**src/rtl/lsu_pkg.sv**
```systemverilog
`default_nettype none
// ============================================================================
// Module      : lsu_pkg
// Description : Shared encodings for the load/store unit: memory-op codes,
//               RV32 load/store funct3 values, write-back error causes,
//               FSM state encoding and the default bus-timeout length.
// Revision    : 1.0 - initial release
// ============================================================================
package lsu_pkg;

  // Operation class presented by the execute stage
  localparam logic [1:0] MEM_NONE  = 2'b00;
  localparam logic [1:0] MEM_LOAD  = 2'b01;
  localparam logic [1:0] MEM_STORE = 2'b10;
  localparam logic [1:0] MEM_RSVD  = 2'b11;

  // RV32 load/store funct3
  localparam logic [2:0] F3_B  = 3'b000;
  localparam logic [2:0] F3_H  = 3'b001;
  localparam logic [2:0] F3_W  = 3'b010;
  localparam logic [2:0] F3_BU = 3'b100;
  localparam logic [2:0] F3_HU = 3'b101;

  // Write-back error causes
  localparam logic [1:0] CAUSE_NONE     = 2'b00;
  localparam logic [1:0] CAUSE_MISALIGN = 2'b01;
  localparam logic [1:0] CAUSE_TIMEOUT  = 2'b10;
  localparam logic [1:0] CAUSE_ILLEGAL  = 2'b11;

  localparam int DEFAULT_TIMEOUT_CYCLES = 16;

  typedef enum logic [1:0] {
    ST_IDLE = 2'd0,
    ST_REQ  = 2'd1,
    ST_DONE = 2'd2
  } lsu_state_e;

endpackage : lsu_pkg
`default_nettype wire

```
**src/rtl/lsu_lane_align.sv**
```systemverilog
`default_nettype none
// ============================================================================
// Module      : lsu_lane_align
// Description : Purely combinational byte-lane steering for the LSU.
//               Produces store byte enables and lane-replicated write data,
//               aligns and extends load data, and flags illegal funct3 and
//               misaligned accesses.
// Ports       : is_store   - 1 for a store, 0 for a load
//               funct3     - RV32 load/store funct3
//               off        - byte offset, addr[1:0]
//               store_data - rs2 value
//               rdata      - raw memory read word
//               be         - byte enables
//               wdata      - replicated store data
//               load_data  - shifted and extended load result
//               misaligned - half/word access not naturally aligned
//               illegal    - funct3 not legal for the op type
// Revision    : 1.0 - initial release
// ============================================================================
module lsu_lane_align
  import lsu_pkg::*;
(
  input  logic        is_store,
  input  logic [2:0]  funct3,
  input  logic [1:0]  off,
  input  logic [31:0] store_data,
  input  logic [31:0] rdata,
  output logic [3:0]  be,
  output logic [31:0] wdata,
  output logic [31:0] load_data,
  output logic        misaligned,
  output logic        illegal
);

  logic [31:0] shifted;

  always_comb begin
    be         = 4'b1111;
    wdata      = store_data;
    load_data  = 32'h0;
    misaligned = 1'b0;
    illegal    = 1'b0;
    shifted    = rdata >> {off, 3'b000};

    if (is_store) begin
      illegal = !((funct3 == F3_B) || (funct3 == F3_H) || (funct3 == F3_W));
    end else begin
      illegal = !((funct3 == F3_B) || (funct3 == F3_H) || (funct3 == F3_W) ||
                  (funct3 == F3_BU) || (funct3 == F3_HU));
    end

    // funct3[1:0] encodes access size for both loads and stores
    case (funct3[1:0])
      2'b00: begin
        be    = 4'b0001 << off;
        wdata = {4{store_data[7:0]}};
      end
      2'b01: begin
        be         = 4'b0011 << off;
        wdata      = {2{store_data[15:0]}};
        misaligned = off[0];
      end
      default: begin
        be         = 4'b1111;
        wdata      = store_data;
        misaligned = (off != 2'b00);
      end
    endcase

    // Illegal encodings take precedence over alignment
    if (illegal) begin
      misaligned = 1'b0;
    end

    case (funct3)
      F3_B:    load_data = {{24{shifted[7]}}, shifted[7:0]};
      F3_H:    load_data = {{16{shifted[15]}}, shifted[15:0]};
      F3_BU:   load_data = {24'h0, shifted[7:0]};
      F3_HU:   load_data = {16'h0, shifted[15:0]};
      default: load_data = shifted;
    endcase
  end

endmodule : lsu_lane_align
`default_nettype wire

```
**src/rtl/lsu_module.sv**
```systemverilog
`default_nettype none
// ============================================================================
// Module      : lsu_module
// Description : RV32 load/store unit downstream of the ALU. Accepts one op
//               from the execute stage, runs a single req/ack data-memory
//               transaction (with bus timeout), and returns one write-back
//               beat. Fault paths (illegal funct3, misalignment) skip the
//               memory access and complete in one cycle.
// Ports       : clk, rst_n          - clock, async active-low reset
//               ex_valid/ex_ready   - execute-stage handshake
//               mem_op, funct3      - op class and RV32 funct3
//               addr, store_data    - effective address, rs2 value
//               rd_in               - load destination register
//               dmem_*              - data-memory request/response
//               wb_*                - write-back beat
// Revision    : 1.0 - initial release
// ============================================================================
module lsu_module
  import lsu_pkg::*;
#(
  parameter int TIMEOUT_CYCLES = DEFAULT_TIMEOUT_CYCLES,
  parameter int CNT_W          = 5
) (
  input  logic        clk,
  input  logic        rst_n,
  input  logic        ex_valid,
  output logic        ex_ready,
  input  logic [1:0]  mem_op,
  input  logic [2:0]  funct3,
  input  logic [31:0] addr,
  input  logic [31:0] store_data,
  input  logic [4:0]  rd_in,
  output logic        dmem_req,
  output logic        dmem_we,
  output logic [31:0] dmem_addr,
  output logic [3:0]  dmem_be,
  output logic [31:0] dmem_wdata,
  input  logic        dmem_ack,
  input  logic [31:0] dmem_rdata,
  output logic        wb_valid,
  output logic        wb_we,
  output logic [4:0]  wb_rd,
  output logic [31:0] wb_data,
  output logic        wb_err,
  output logic [1:0]  wb_cause
);

  lsu_state_e  state_q, state_d;
  logic [CNT_W-1:0] cnt_q, cnt_d;

  // Latched op context
  logic        store_q, store_d;
  logic [2:0]  funct3_q, funct3_d;
  logic [1:0]  off_q, off_d;
  logic [4:0]  rd_q, rd_d;
  logic [31:0] addr_q, addr_d;

  // Registered outputs
  logic        dmem_req_q, dmem_req_d;
  logic        dmem_we_q, dmem_we_d;
  logic [31:0] dmem_addr_q, dmem_addr_d;
  logic [3:0]  dmem_be_q, dmem_be_d;
  logic [31:0] dmem_wdata_q, dmem_wdata_d;
  logic        wb_valid_q, wb_valid_d;
  logic        wb_we_q, wb_we_d;
  logic [4:0]  wb_rd_q, wb_rd_d;
  logic [31:0] wb_data_q, wb_data_d;
  logic        wb_err_q, wb_err_d;
  logic [1:0]  wb_cause_q, wb_cause_d;

  // Lane aligner sees the live op in IDLE (for accept-time checks and store
  // lanes) and the latched context afterwards (for load extension).
  logic        al_is_store;
  logic [2:0]  al_funct3;
  logic [1:0]  al_off;
  logic [3:0]  al_be;
  logic [31:0] al_wdata;
  logic [31:0] al_load_data;
  logic        al_misaligned;
  logic        al_illegal;
  logic        accept;

  assign ex_ready = (state_q == ST_IDLE);
  assign accept   = ex_valid && ex_ready &&
                    ((mem_op == MEM_LOAD) || (mem_op == MEM_STORE));

  assign al_is_store = (state_q == ST_IDLE) ? (mem_op == MEM_STORE) : store_q;
  assign al_funct3   = (state_q == ST_IDLE) ? funct3 : funct3_q;
  assign al_off      = (state_q == ST_IDLE) ? addr[1:0] : off_q;

  lsu_lane_align u_align (
    .is_store   (al_is_store),
    .funct3     (al_funct3),
    .off        (al_off),
    .store_data (store_data),
    .rdata      (dmem_rdata),
    .be         (al_be),
    .wdata      (al_wdata),
    .load_data  (al_load_data),
    .misaligned (al_misaligned),
    .illegal    (al_illegal)
  );

  always_comb begin
    state_d      = state_q;
    cnt_d        = cnt_q;
    store_d      = store_q;
    funct3_d     = funct3_q;
    off_d        = off_q;
    rd_d         = rd_q;
    addr_d       = addr_q;
    dmem_req_d   = dmem_req_q;
    dmem_we_d    = dmem_we_q;
    dmem_addr_d  = dmem_addr_q;
    dmem_be_d    = dmem_be_q;
    dmem_wdata_d = dmem_wdata_q;
    wb_valid_d   = 1'b0;
    wb_we_d      = wb_we_q;
    wb_rd_d      = wb_rd_q;
    wb_data_d    = wb_data_q;
    wb_err_d     = wb_err_q;
    wb_cause_d   = wb_cause_q;

    case (state_q)
      ST_IDLE: begin
        if (accept) begin
          store_d  = (mem_op == MEM_STORE);
          funct3_d = funct3;
          off_d    = addr[1:0];
          rd_d     = rd_in;
          addr_d   = addr;
          cnt_d    = '0;
          if (al_illegal || al_misaligned) begin
            state_d    = ST_DONE;
            wb_valid_d = 1'b1;
            wb_we_d    = 1'b0;
            wb_rd_d    = rd_in;
            wb_data_d  = addr;
            wb_err_d   = 1'b1;
            wb_cause_d = al_illegal ? CAUSE_ILLEGAL : CAUSE_MISALIGN;
          end else begin
            state_d      = ST_REQ;
            dmem_req_d   = 1'b1;
            dmem_we_d    = (mem_op == MEM_STORE);
            dmem_addr_d  = {addr[31:2], 2'b00};
            dmem_be_d    = al_be;
            dmem_wdata_d = al_wdata;
          end
        end
      end

      ST_REQ: begin
        if (dmem_ack) begin
          state_d    = ST_DONE;
          dmem_req_d = 1'b0;
          wb_valid_d = 1'b1;
          wb_we_d    = !store_q && (rd_q != 5'd0);
          wb_rd_d    = rd_q;
          wb_data_d  = store_q ? 32'h0 : al_load_data;
          wb_err_d   = 1'b0;
          wb_cause_d = CAUSE_NONE;
        end else begin
          cnt_d = cnt_q + CNT_W'(1);
          if (cnt_q == CNT_W'(TIMEOUT_CYCLES - 1)) begin
            state_d    = ST_DONE;
            dmem_req_d = 1'b0;
            wb_valid_d = 1'b1;
            wb_we_d    = 1'b0;
            wb_rd_d    = rd_q;
            wb_data_d  = addr_q;
            wb_err_d   = 1'b1;
            wb_cause_d = CAUSE_TIMEOUT;
          end
        end
      end

      ST_DONE: begin
        state_d = ST_IDLE;
      end

      default: begin
        state_d    = ST_IDLE;
        dmem_req_d = 1'b0;
      end
    endcase
  end

  always_ff @(posedge clk or negedge rst_n) begin
    if (!rst_n) begin
      state_q      <= ST_IDLE;
      cnt_q        <= '0;
      store_q      <= 1'b0;
      funct3_q     <= 3'b000;
      off_q        <= 2'b00;
      rd_q         <= 5'd0;
      addr_q       <= 32'h0;
      dmem_req_q   <= 1'b0;
      dmem_we_q    <= 1'b0;
      dmem_addr_q  <= 32'h0;
      dmem_be_q    <= 4'h0;
      dmem_wdata_q <= 32'h0;
      wb_valid_q   <= 1'b0;
      wb_we_q      <= 1'b0;
      wb_rd_q      <= 5'd0;
      wb_data_q    <= 32'h0;
      wb_err_q     <= 1'b0;
      wb_cause_q   <= 2'b00;
    end else begin
      state_q      <= state_d;
      cnt_q        <= cnt_d;
      store_q      <= store_d;
      funct3_q     <= funct3_d;
      off_q        <= off_d;
      rd_q         <= rd_d;
      addr_q       <= addr_d;
      dmem_req_q   <= dmem_req_d;
      dmem_we_q    <= dmem_we_d;
      dmem_addr_q  <= dmem_addr_d;
      dmem_be_q    <= dmem_be_d;
      dmem_wdata_q <= dmem_wdata_d;
      wb_valid_q   <= wb_valid_d;
      wb_we_q      <= wb_we_d;
      wb_rd_q      <= wb_rd_d;
      wb_data_q    <= wb_data_d;
      wb_err_q     <= wb_err_d;
      wb_cause_q   <= wb_cause_d;
    end
  end

  assign dmem_req   = dmem_req_q;
  assign dmem_we    = dmem_we_q;
  assign dmem_addr  = dmem_addr_q;
  assign dmem_be    = dmem_be_q;
  assign dmem_wdata = dmem_wdata_q;
  assign wb_valid   = wb_valid_q;
  assign wb_we      = wb_we_q;
  assign wb_rd      = wb_rd_q;
  assign wb_data    = wb_data_q;
  assign wb_err     = wb_err_q;
  assign wb_cause   = wb_cause_q;

endmodule : lsu_module
`default_nettype wire

```
**config.mk**
```make
export PLATFORM = sky130hd
export DESIGN_NAME = lsu_module
export DESIGN_NICKNAME = d
export VERILOG_FILES = /design/src/rtl/lsu_pkg.sv /design/src/rtl/lsu_lane_align.sv /design/src/rtl/lsu_module.sv
export SDC_FILE = /design/constraint.sdc
export NUM_CORES = 1
export LEC_CHECK = 0
export ABC_AREA = 1
export BUFFER_PORTS_ARGS = -buffer_cell sky130_fd_sc_hd__buf_2
export CAP_MARGIN = 20
export CORE_MARGIN = 2
export CORE_UTILIZATION = 33
export DETAILED_ROUTE_END_ITERATION = 8
export HOLD_SLACK_MARGIN = 0.02
export PLACE_DENSITY_LB_ADDON = 0.25
export SETUP_SLACK_MARGIN = 0.5
export SLEW_MARGIN = 15
export SYNTH_ARGS = -nofsm -noshare
export SYNTH_HDL_FRONTEND = slang
export SYNTH_HIERARCHICAL = 1
export SYNTH_SLANG_ARGS = --single-unit
```
**constraint.sdc**
```tcl
create_clock -name clk -period 7.2 [get_ports clk]
set_input_delay 0.36 -clock clk [delete_from_list [all_inputs] [get_ports clk]]
set_output_delay 0.36 -clock clk [all_outputs]
set_load 0.1 [all_outputs]
```
# After elaboration in Yosys (flattened, before gate mapping)
# Cells that the tools add are included.
[op_classes]
addsub = 1
n_eq_ne = 15
n_shift = 3
n_mux = 52
bitwise = 2
reduce_logical = 24
[ops]
columns = ["operator", "count"]
rows = [
  ["32-bit two-way mux", 5],
  ["32-bit one-hot mux with 2 select lines", 2],
  ["32-bit one-hot mux with 4 select lines", 1],
  ["32-bit by 5-bit right shift with 32-bit output", 1],
  ["5-bit two-way mux", 6],
  ["5-bit one-hot mux with 2 select lines", 2],
  ["1-bit two-way mux", 18],
  ["2-bit two-way mux", 9],
  ["1-bit one-hot mux with 2 select lines", 4],
  ["2-bit one-hot mux with 2 select lines", 2],
  ["4-bit one-hot mux with 2 select lines", 1],
  ["4-bit AND reduction", 2],
  ["2-bit by 1-bit == test with 1-bit output (second input constant)", 3],
  ["3-bit == test (second input constant)", 2],
  ["1-bit logical OR", 6],
  ["3-bit AND reduction", 2],
  ["5-bit by 1-bit adder with 5-bit output (second input constant)", 1],
  ["5-bit by 4-bit == test with 1-bit output (second input constant)", 1],
  ["5-bit nonzero test", 1],
  ["2-bit == test (second input constant)", 2],
  ["2-bit zero test", 2],
  ["2-bit by 1-bit inequality test with 1-bit output (second input constant)", 2],
  ["2-bit inequality test (second input constant)", 2],
  ["2-bit AND reduction", 2],
  ["12 further kinds", 18],
]
[totals]
ff_bits = 160
in_bits = 110
out_inout_bits = 113
word_cells = 115

# Longest topological paths before layout
[depth]
ltp_word = 14
depth_mapped = 20

# Modules after synthesis
# Netlist, hierarchy kept.
[modules_own_cells]
columns = ["module", "n_inst", "cells_each", "area_per_inst_um2", "seq_area_each_um2"]
rows = [
  ["lsu_module", 1, 910, 7205.7, 3953.8],
  ["lsu_lane_align", 1, 260, 1272.5, 0.0],
]

# Worst setup path before layout
# Ideal clock, no wire load.
[synth_timing]
kind = "register -> register"
start = "reg state_q[0]"
end = "reg dmem_wdata_q[10] (netlist: dmem_wdata[10])"
setup_ns = 0.131
arrival_time_ns = 2.396
required_time_ns = 7.069
slack_ns = 4.673
stages_incl_launch_ff = 14
n_path_buf = 3
path_cell_list = "dfrtp_1 inv_1 nand2_2 buf_2 o21ai_0 nand2_1 nor2_2 nor3_1 nor2_1 nand4_2 buf_4 buf_2 nand2_1 o21ai_0"
[synth_between]
elab_chain_len = 13
elab_cells_between_ends = 27
classes_between = "eq/ne (5); mux (7); bitwise (1); reduce/logical (14)"
[synth_rtl]
columns = ["item", "line", "source"]
rows = [
  ["from (decl)", "lsu_module.sv:48", "lsu_state_e state_q, state_d;"],
  ["from (signal assigned)", "lsu_module.sv:209", "state_q <= state_d;"],
  ["2-bit zero test (*)", "lsu_module.sv:88", "assign al_funct3 = (state_q == ST_IDLE) ? funct3 : funct3_q;"],
  ["3-bit two-way mux (*)", "lsu_module.sv:88", ""],
  ["named net al_funct3[1]", "lsu_module.sv:74", "logic [2:0] al_funct3;"],
  ["3-bit by 1-bit == test with 1-bit output or 3-bit zero test (tied branches)", "lsu_lane_align.sv:46, lsu_lane_align.sv:48", ""],
  ["1-bit logical OR (2 in a row)", "lsu_lane_align.sv:46, lsu_lane_align.sv:48", ""],
  ["1-bit logical OR", "lsu_lane_align.sv:48", "illegal = !((funct3 == F3_B) || (funct3 == F3_H) || (funct3 == F3_W) ||"],
  ["1-bit logical OR", "lsu_lane_align.sv:49", "(funct3 == F3_BU) || (funct3 == F3_HU));"],
  ["1-bit zero test", "lsu_lane_align.sv:48", ""],
  ["1-bit two-way mux", "lsu_lane_align.sv:45", "if (is_store) begin"],
  ["1-bit two-way mux (*)", "lsu_lane_align.sv:71", "if (illegal) begin"],
  ["named net al_misaligned", "lsu_module.sv:79", "logic al_misaligned;"],
  ["1-bit logical OR (*)", "lsu_module.sv:133", "if (al_illegal || al_misaligned) begin"],
  ["1-bit inverter (no source line) (*)", "--", ""],
  ["3-bit AND reduction (no source line) (*)", "--", ""],
  ["to (signal assigned)", "lsu_module.sv:220", "dmem_wdata_q <= dmem_wdata_d;"],
  ["to (decl)", "lsu_module.sv:63", "logic [31:0] dmem_wdata_q, dmem_wdata_d;"],
]
# The timed path passes the listed nets; every way through them passes the cells marked *.
# A chain may end at the register's enable or synchronous reset.

# Worst setup path in the final report
[layout_timing]
start = "reg state_q[0]"
end = "reg wb_data_q[26] (netlist: wb_data[26])"
[layout_between]
elab_chain_len = 13
elab_cells_between_ends = 35
classes_between = "eq/ne (9); shift (1); mux (10); reduce/logical (15)"
[layout_rtl]
columns = ["item", "line", "source"]
rows = [
  ["2-bit zero test (*)", "lsu_module.sv:88", ""],
  ["3-bit two-way mux (*)", "lsu_module.sv:88", ""],
  ["named net al_funct3[1]", "lsu_module.sv:74", ""],
  ["3-bit by 1-bit == test with 1-bit output or 3-bit zero test (tied branches)", "lsu_lane_align.sv:46, lsu_lane_align.sv:48", ""],
  ["1-bit logical OR (2 in a row)", "lsu_lane_align.sv:46, lsu_lane_align.sv:48", ""],
  ["1-bit logical OR", "lsu_lane_align.sv:48", ""],
  ["1-bit logical OR", "lsu_lane_align.sv:49", ""],
  ["1-bit zero test", "lsu_lane_align.sv:48", ""],
  ["1-bit two-way mux (*)", "lsu_lane_align.sv:45", ""],
  ["named net al_illegal", "lsu_module.sv:80", "logic al_illegal;"],
  ["1-bit two-way mux (*)", "lsu_lane_align.sv:71", ""],
  ["named net al_misaligned", "lsu_module.sv:79", ""],
  ["1-bit logical OR (*)", "lsu_module.sv:133", ""],
  ["2-bit by 1-bit inequality test with 1-bit output (no source line) (*)", "--", ""],
  ["4-bit AND reduction (no source line) (*)", "--", ""],
  ["to (signal assigned)", "lsu_module.sv:224", "wb_data_q <= wb_data_d;"],
  ["to (decl)", "lsu_module.sv:67", "logic [31:0] wb_data_q, wb_data_d;"],
]
# Marked as above.

==> metrics.log <==
INFO  metric status = finished, final reports clean
INFO  metric post-route-util = 40.75%
INFO  metric commonest_cells_after_routing_fill_and_taps_aside = 562 x sky130_fd_sc_hd__nand2_1, 219 x sky130_fd_sc_hd__buf_2, 158 x sky130_fd_sc_hd__dfrtp_1
INFO  metric antenna_violations_before_repair = 11
INFO  metric clock_sinks = 158
INFO  metric critical_path.startpoint_type = flip-flop
INFO  metric min_period = 4515 ps
INFO  metric dpl_cell_area = approximately 9600 um^2
INFO  metric share_of_synthesized_area_occupied_by_flip_flops_and_latches = 46.64%
INFO  metric setup.worst_path.end_class = flip-flop
INFO  metric pnr_worst_setup_slack = about 2700 ps
INFO  metric antenna_left = 0
INFO  metric netlist_top_cells_area = sky130_fd_sc_hd__dfrtp_1 47%, sky130_fd_sc_hd__nand2_1 25%, sky130_fd_sc_hd__nand3_1 5.3%
INFO  metric max_freq = 221.5 MHz
INFO  metric final.period_utilization = 62.70%
INFO  metric ys_types = 29
INFO  metric largest_net_degree_at_the_start_of_global_routing = 99
INFO  metric start_util = 33.67%
INFO  metric worst_ep_required_time = around 7500 ps
INFO  metric mostFrequentLayoutCell = sky130_fd_sc_hd__nand2_1
INFO  metric vias_per_cell = 4.724
INFO  metric crit_cells = 12
INFO  metric synthesis.area_per_instance = 7.246 um^2
INFO  metric yosysWarnings = 6
INFO  metric min_path_cells = 3
INFO  metric global_route_wire_length_before_repair = 41.71 mm
INFO  metric post_cts.repair.setup_buffers = 0
INFO  metric first_global_vias = 7,552
INFO  metric timing.critical_path.cells = inv_1 > nand2_2 > o21ai_2 > inv_2 > a21oi_1 > nor3_1 > nor2_1 > inv_2 > nand2_4 > nand2_2 > nand2_1 > nand2_1
INFO  metric syn_to_final_growth = 21.03%
INFO  metric critical_path.max_stage_delay = 800 ps
INFO  metric path_max_fanout = 44
INFO  metric die_h = between 150 and 200 um
INFO  metric cts.htree.levels = 4
INFO  metric layout.nets = 1,451
INFO  metric drt_iter0_drc = roughly 580
INFO  metric timing.final.max_slew_violations = 0
INFO  metric kind_of_cell_with_the_highest_combined_delay_on_the_critical_path = simple AND/OR/NAND/NOR gates
INFO  metric clock_tree.root_cell = sky130_fd_sc_hd__clkbuf_16
INFO  metric critPathBufInv = 3
INFO  metric coreArea = between 20,000 and 30,000 um^2
INFO  metric final_layout_size_suffix_gt1_share = 21.91%
INFO  metric fin_skew = roughly 16 ps
INFO  metric critical_path_class = flip-flop to flip-flop
INFO  metric worst_hold_path_type = input pin to flip-flop
INFO  metric cp_slowest_cell = sky130_fd_sc_hd__o21ai_2
INFO  metric grt-ovfl-total = 0
INFO  metric nFillCells = 2,694
INFO  metric path_clk_slew = about 70 ps
INFO  metric x_dimension_of_the_die = around 160 um
INFO  metric slew-limit-headroom = 32.13%
INFO  metric rsz0062_at_grt = false
INFO  metric final.setup.tns = 0 ps
INFO  metric total_die_area = 26,990 um^2
INFO  metric placementRows = 58
INFO  metric final_design_area_no_fill = about 10,000 um^2
INFO  metric worst_pin_slew = 1014 ps
INFO  metric synth_top_area_share = 46.64%
INFO  metric gp_congestion = 0.8227
INFO  metric tritoncts_clock_tree = done
INFO  metric cts_inserted_buffers = 17
INFO  metric arrival_time_reported_for_the_critical_path_endpoint = 4820 ps
INFO  metric post_drt_wl_per_cell = 15.95 um
INFO  metric routed_wirelength = 26.93 mm
INFO  metric ys_ff_latch = 158
INFO  metric place_hpwl = 18.89 mm
INFO  metric worstSkewPairLatency = 440 ps
INFO  metric io-pin-count = between 200 and 250
INFO  metric cap_violations = 0
INFO  metric global_route.usage.total = about a fifth
INFO  metric numPortBuffers = 220
INFO  metric cts-resized-gates = 0
INFO  metric worst_r2r_path_depth = 12
INFO  metric via_total_after_detailed_routing = approximately 8,000
INFO  metric cts.path.max_buffers = 2
INFO  metric detailedPlace.worstSlack = around 2600 ps
INFO  metric final_hold_viol_count = 0
INFO  metric yosys.area.top_type = sky130_fd_sc_hd__dfrtp_1
INFO  metric setup-violations-final = 0
INFO  metric synth_area = approximately 8500 um^2
INFO  metric drc_violation_count_after_routing = 0
INFO  metric post_synth_inst_count = roughly 1,200
INFO  metric drt_first_pass_iters = 5
[worst reg2reg max path, stage by stage, from the launching register on]
cell                      delay, ps
sky130_fd_sc_hd__dfrtp_1        440
sky130_fd_sc_hd__inv_1          110
sky130_fd_sc_hd__nand2_2        170
sky130_fd_sc_hd__o21ai_2        800
sky130_fd_sc_hd__inv_2          300
sky130_fd_sc_hd__a21oi_1        310
sky130_fd_sc_hd__nor3_1          70
sky130_fd_sc_hd__nor2_1         300
sky130_fd_sc_hd__inv_2          330
sky130_fd_sc_hd__nand2_4        540
sky130_fd_sc_hd__nand2_2        660
sky130_fd_sc_hd__nand2_1        280
sky130_fd_sc_hd__nand2_1         70
[registers in the layout (all words and copies together), names as in the netlist, 3 cells and up]
signal and count:
addr_q 31, cnt_q 5, dmem_addr 30, dmem_be 4, dmem_wdata 32, funct3_q 3
rd_q 5, wb_data 32, wb_rd 5
[timing repair]
action / in CTS / in global routing
hold buffers: 1 / 0
endpoints found under the hold margin: 18 / 0
setup endpoints to repair: 0 / 0
[synth_stat cells (all sizes together)]
| library cell | count |
|---|---|
| a21oi | 17 |
| and2 | 1 |
| buf | 64 |
| clkbuf | 16 |
| clkinv | 1 |
| conb | 1 |
| dfrtp | 158 |
| ha | 3 |
| inv | 81 |
| nand2 | 569 |
| nand3 | 102 |
| nand4 | 1 |
| nor2 | 30 |
| nor3 | 2 |
| o211ai | 11 |
| o21ai | 112 |
| o31ai | 1 |
[kinds of logic after synthesis]
group                      after synthesis  share of synthesized area [%]
AOI/OAI and AO/OA                      141                          8.722
adders and majority gates                3                         0.4428
buffers and inverters                  162                          9.740
DFF                                    158                          46.64
other                                    1                        0.04423
and+or+nand+nor                        705                          34.42
[layer usage]
metal | part of all wire, % | wire (um) | global-route usage, % | vias to the layer above
met5 | 0.16 | 43 | 0 | -
met4 | 2.0 | 551 | 6.061 | 8
met3 | 6.2 | 1673 | 5.101 | 38
met2 | 46 | 12350 | 31.46 | 224
met1 | 46 | 12310 | 27.24 | 3696
li1 | - | - | - | 4008
[metrics by stage]
stage          instances  hold WS [ps]
5_1_grt             1684         178.1
2_1_floorplan       1171         64.41
6_report            1688         172.2
3_5_place_dp        1646         458.4
4_1_cts             1679         157.8
3_3_place_gp        1645         453.8
[path summary, 6_finish.rpt]
kind | startpoint | end | slack, ps
max reg2reg | state_q[0]$_DFFE_PN0P_ | wb_data[26]$_DFFE_PN0P_ | 2690
min in group asynchronous | rst_n | dmem_addr[26]$_DFFE_PN0P_ | 550
min | rd_in[1] | rd_q[1]$_DFFE_PN0P_ | 170
max | state_q[0]$_DFFE_PN0P_ | wb_data[26]$_DFFE_PN0P_ | 2690
max in group asynchronous | rst_n | dmem_be[1]$_DFFE_PN0P_ | 5430
min reg2reg | addr_q[11]$_DFFE_PN0P_ | addr_q[11]$_DFFE_PN0P_ | 470
[cell type report]
cell class / count / area [um^2] / area share, %
tap: 330 / 412.9 / 4.024
sequential: 158 / 3954 / 38.53
inverter: 82 / 307.8 / 3.000
timing repair buffer: 228 / 1222 / 11.91
antenna: 7 / 17.52 / 0.1707
multi-input combinational: 851 / 3739 / 36.43
clock inverter: 14 / 168.9 / 1.646
clock buffer: 18 / 439.2 / 4.280
Power is left out: the tool's default activity adds up to more than one toggle a clock period on the data nets, which glitch-free logic cannot reach.
